[src/rtl/ram_master_pkg.sv]
// Shared constants and FSM encoding for the RAM initiator and its neighbours.
package ram_master_pkg;

  localparam int ADDR_W    = 8;    // request / RAM address width
  localparam int DATA_W    = 8;    // data width
  localparam int MEM_DEPTH = 128;  // valid words; addresses >= MEM_DEPTH are illegal
  localparam int LEN_W     = 4;    // burst length field; beats = len + 1

  typedef enum logic [2:0] {
    ST_IDLE  = 3'd0,
    ST_READ  = 3'd1,
    ST_WRITE = 3'd2,
    ST_DRAIN = 3'd3,
    ST_DONE  = 3'd4
  } state_e;

endpackage

[src/rtl/ram_master.sv]
// Burst read/write initiator for the single-port RAM. Write data passes
// straight through to the RAM; read data lands in a one-deep output register
// so the consumer can stall without losing or repeating a beat.
module ram_master
  import ram_master_pkg::*;
(
  input  logic              clk,
  input  logic              rst_n,
  input  logic              req_valid,
  output logic              req_ready,
  input  logic              req_write,
  input  logic [ADDR_W-1:0] req_addr,
  input  logic [LEN_W-1:0]  req_len,
  input  logic              wdata_valid,
  output logic              wdata_ready,
  input  logic [DATA_W-1:0] wdata,
  output logic              rdata_valid,
  input  logic              rdata_ready,
  output logic [DATA_W-1:0] rdata,
  output logic              rdata_last,
  output logic              done,
  output logic              err,
  output logic [ADDR_W-1:0] mem_addr,
  output logic [DATA_W-1:0] mem_wdata,
  output logic              mem_rd_en,
  output logic              mem_wr_en,
  input  logic [DATA_W-1:0] mem_rdata
);

  state_e              state_q, state_d;
  logic [ADDR_W-1:0]   addr_q, addr_d;
  logic [LEN_W-1:0]    cnt_q, cnt_d;
  logic [DATA_W-1:0]   rdata_q, rdata_d;
  logic                rvalid_q, rvalid_d;
  logic                rlast_q, rlast_d;
  logic                err_q, err_d;

  // Last address of the burst, one bit wider so it cannot wrap past the top.
  logic [ADDR_W:0]     end_addr;
  logic                range_bad;
  logic                rd_issue;
  logic                wr_beat;

  // Range check and per-cycle RAM access decisions.
  always_comb begin
    end_addr  = {1'b0, req_addr} + (ADDR_W+1)'(req_len);
    range_bad = (end_addr >= (ADDR_W+1)'(MEM_DEPTH));
    // A read beat may only be issued when the output register is empty or
    // is being emptied this very cycle.
    rd_issue  = (state_q == ST_READ) && (!rvalid_q || rdata_ready);
    wr_beat   = (state_q == ST_WRITE) && wdata_valid;
  end

  // Next-state, address/count stepping and read output register.
  always_comb begin
    state_d  = state_q;
    addr_d   = addr_q;
    cnt_d    = cnt_q;
    rdata_d  = rdata_q;
    rvalid_d = rvalid_q;
    rlast_d  = rlast_q;
    err_d    = 1'b0;

    if (rvalid_q && rdata_ready) begin
      rvalid_d = 1'b0;
      rlast_d  = 1'b0;
    end

    case (state_q)
      ST_IDLE: begin
        if (req_valid) begin
          if (range_bad) begin
            err_d = 1'b1;
          end else begin
            addr_d  = req_addr;
            cnt_d   = req_len;
            state_d = req_write ? ST_WRITE : ST_READ;
          end
        end
      end
      ST_READ: begin
        if (rd_issue) begin
          rdata_d  = mem_rdata;
          rvalid_d = 1'b1;
          rlast_d  = (cnt_q == '0);
          addr_d   = addr_q + ADDR_W'(1);
          cnt_d    = cnt_q - LEN_W'(1);
          if (cnt_q == '0) state_d = ST_DRAIN;
        end
      end
      ST_WRITE: begin
        if (wr_beat) begin
          addr_d = addr_q + ADDR_W'(1);
          cnt_d  = cnt_q - LEN_W'(1);
          if (cnt_q == '0) state_d = ST_DONE;
        end
      end
      ST_DRAIN: begin
        if (rvalid_q && rdata_ready) state_d = ST_DONE;
      end
      ST_DONE: begin
        state_d = ST_IDLE;
      end
      default: begin
        state_d = ST_IDLE;
      end
    endcase
  end

  // State registers with asynchronous active-low clear.
  always_ff @(posedge clk or negedge rst_n) begin
    if (!rst_n) begin
      state_q  <= ST_IDLE;
      addr_q   <= '0;
      cnt_q    <= '0;
      rdata_q  <= '0;
      rvalid_q <= 1'b0;
      rlast_q  <= 1'b0;
      err_q    <= 1'b0;
    end else begin
      state_q  <= state_d;
      addr_q   <= addr_d;
      cnt_q    <= cnt_d;
      rdata_q  <= rdata_d;
      rvalid_q <= rvalid_d;
      rlast_q  <= rlast_d;
      err_q    <= err_d;
    end
  end

  // Output decode; write data is gated so the RAM bus idles at zero.
  always_comb begin
    req_ready   = (state_q == ST_IDLE);
    wdata_ready = (state_q == ST_WRITE);
    mem_wr_en   = wr_beat;
    mem_rd_en   = rd_issue;
    mem_addr    = addr_q;
    mem_wdata   = (state_q == ST_WRITE) ? wdata : '0;
    rdata       = rdata_q;
    rdata_valid = rvalid_q;
    rdata_last  = rlast_q;
    done        = (state_q == ST_DONE);
    err         = err_q;
  end

endmodule

[config.mk]
export PLATFORM = sky130hd
export DESIGN_NAME = ram_master
export DESIGN_NICKNAME = d
export VERILOG_FILES = /design/src/rtl/ram_master_pkg.sv /design/src/rtl/ram_master.sv
export SDC_FILE = /design/constraint.sdc
export NUM_CORES = 1
export LEC_CHECK = 0
export CAP_MARGIN = 25
export CORE_AREA = 2 2 85 87
export CTS_CLUSTER_DIAMETER = 200
export DETAILED_ROUTE_END_ITERATION = 8
export DIE_AREA = 0 0 87 89
export GPL_TIMING_DRIVEN = 0
export MAX_ROUTING_LAYER = met4
export SLEW_MARGIN = 10
export SYNTH_ARGS = -nofsm -noshare
export SYNTH_HDL_FRONTEND = slang
export SYNTH_SLANG_ARGS = --single-unit
[constraint.sdc]
create_clock -name clk -period 3 [get_ports clk]
set_input_delay 0.45 -clock clk [delete_from_list [all_inputs] [get_ports clk]]
set_output_delay 0.45 -clock clk [all_outputs]
set_load 0.02 [all_outputs]
==> metrics <==
row count=30; Max Slew Vio Count=0; crit path launch type=flip-flop; Util after Layout=36.7%; DP Area=0.00239 sq mm; initial antenna violation count=0; net count after synthesis=224; Setup Skew=0.00312 ns; CTS resizes=0; wire per inst=13.9 microns; share of cells above drive strength 1=10.7%; endpoint class of the critical path=output pin; Antenna Violating Nets Remaining=0; Max-slew headroom=59.2%; die height=89 microns; GRT Overall Usage=12.7%; Logic pwr share=65.3%; commonest non-fill, non-tap cells in the layout=64 x clkdlybuf4s50_1, 41 x nand2_1, 26 x dfrtp_1; Hold Crit Class=in -> async; status=finished clean; final WL=4.61 mm; root buffer cell=clkbuf_8; GPL Wtd Cong=0.784; maxcap violations=0; sw frac=45.1%; first-pass GRT wire length=7.59 mm; Fill cells=707; CP Max Fanout=10; part of the power in registers=24.1%; Worst Path Required=2.55 ns; Initial DRC Count=57; Max Root-Sink Buffers=2; number of global-route vias before repair=1564; initial core utilization=24.5%; drt pass-1 iters=4; chip width=87 microns; gr ovfl total=0; sequential area share after synthesis=39.5%; routed vias/inst=4.72; Critical Path AT=2.34 ns; synth warn=0; internal power=1540 uW; Yosys reg bits=26; clock share of power=10.6%; syn avg cell area=9.00 sq um; mapped cell area=0.00165 sq mm; Area Overhead vs Synth=49.6%; I/O Buffers=65; via count=1566; CTS Hold Buffers Added=0; maximum vdd ir drop=0.000416 V; Die Area=0.00774 sq mm; Syn Inst Count=183; RSZ-0062 raised after global routing=no; Setup WS pre-CTS=0.278 ns; CTS tree=done; # IOs=66; Static Leak=0.00105 uW; Post-synth EDFFs=0; Slew @ Worst Pin=0.613 ns; Final Cell Area=0.00246 sq mm; Final Setup Violations=0; Crit Path Category=reg -> out; Clock H-tree levels=1; NetSw=1270 uW; setup TNS=0 ns; R2R setup slack=1.23 ns; clk slew on worst S/H paths=0.10 ns; Final period util=92.9%; clk sink count=26; CTS buffer count=3; pwr/cell area=1140 mW/mm^2; core area=0.00672 sq mm; worst setup margin=0.213 ns; ys flop type=dfrtp_1; final hold vios=0; min Tclk post-route=2.79 ns; Hold Slack=0.174 ns; Remaining DRCs=0; most common cell after layout, fill and taps aside=clkdlybuf4s50_1; largest net degree at the start of global routing=27; ys async rst share=100%; Setup Buffers After CTS=0; antenna cells=0; fin nets=294; Unique masters post-synth=46; Max Clk Rate=359 MHz; clk_lat worst skew=0.28 ns; hpwl dp=3.46 mm
## final timing paths
| check | from | to | cells past startpoint |
|---|---|---|---|
| setup / recovery | state_q[2]$_DFFE_PN0P_ | mem_rd_en | 5 |
| hold / removal | rst_n | mem_addr[0]$_DFFE_PN0P_ | 1 |
| setup reg to reg | cnt_q[0]$_DFFE_PN0P_ | state_q[1]$_DFFE_PN0P_ | 7 |
| hold reg to reg | rdata[5]$_DFFE_PN0P_ | rdata[5]$_DFFE_PN0P_ | 2 |
| max in group asynchronous | rst_n | rdata[7]$_DFFE_PN0P_ | 1 |
| min in group clk | rdata[5]$_DFFE_PN0P_ | rdata[5]$_DFFE_PN0P_ | 2 |
## cell usage after synthesis, drive strengths merged, types with 2 or more instances
| master | n | area, sq um |
|---|---|---|
| nand3 | 8 | 45.0 |
| nand2b | 2 | 12.5 |
| buf | 8 | 70.1 |
| or3 | 5 | 31.3 |
| inv | 4 | 15.0 |
| o21ai | 11 | 55.1 |
| mux2i | 2 | 20.0 |
| o211a | 2 | 20.0 |
| dfrtp | 26 | 651 |
| a21oi | 9 | 48.8 |
| mux2 | 2 | 22.5 |
| ha | 6 | 75.1 |
| nand2 | 41 | 154 |
| and2 | 11 | 71.3 |
| nor3 | 4 | 36.3 |
| and3 | 3 | 18.8 |
| a31o | 3 | 26.3 |
| o2111ai | 2 | 17.5 |
| or2 | 2 | 12.5 |
| a31oi | 8 | 50.1 |
| o211ai | 2 | 20.0 |
| nor2 | 6 | 30.0 |
| nand4 | 2 | 12.5 |
## power by group through the flow
stage	Clock (uW)	Sequential (uW)	Combinational [uW]
final	299	677	1840
after global routing	323	702	2030
after CTS	311	678	1850
after detailed placement	0	684	1840
after global placement	0	678	1820
after floorplan	0	798	1080
## stage by stage
stage                     cells  total power, uW
after global routing        332             3060
after floorplan             183             1880
after global placement      328             2500
after detailed placement    328             2530
final                       332             2810
after CTS                   332             2840
## critical path, stage by stage (launching register included)
cell and delay [ns]:
dfrtp_1 0.42, buf_2 0.20, nor2_1 0.25, nand3_2 0.27, clkinv_1 0.26, clkdlybuf4s50_1 0.65
## sequential cells by signal, summed over array words and instances (netlist names)
register and cells:
cnt_q 4, err 1, mem_addr 8, rdata 8, rdata_last 1, rdata_valid 1, state_q 3
## final cells by class
| cell class | count | area [sq um] | share of cell area, % |
|---|---|---|---|
| plain buffers | 8 | 70.1 | 2.84 |
| clock inverters | 1 | 30.0 | 1.22 |
| repair buffers | 65 | 646 | 26.2 |
| flip-flops and latches | 26 | 651 | 26.4 |
| multi-input cells | 144 | 908 | 36.9 |
| clock buffers | 3 | 41.3 | 1.68 |
| inverters | 5 | 18.8 | 0.761 |
| well taps | 80 | 100 | 4.06 |
## logic make-up (layout without fill, tap and decap cells)
family                     count (synthesis)  count (layout)  synth area share (%)
buffers and inverters                     13              82                  5.39
muxes                                      4               4                  2.58
and+or+nand+nor                           89              89                  28.5
AOI/OAI and AO/OA                         43              43                  17.3
DFF                                       26              26                  39.5
adders and majority gates                  7               7                  5.77
xor gates and xnor gates                   1               1                 0.987
## layer usage
metal	GRT usage (%)	vias up	wire, microns
li1	-	786	-
met2	20.1	39	2200
met5	-	-	0
met4	2.13	0	15
met1	17.0	739	2190
met3	2.77	2	208
(Power assumes the default switching activity.)
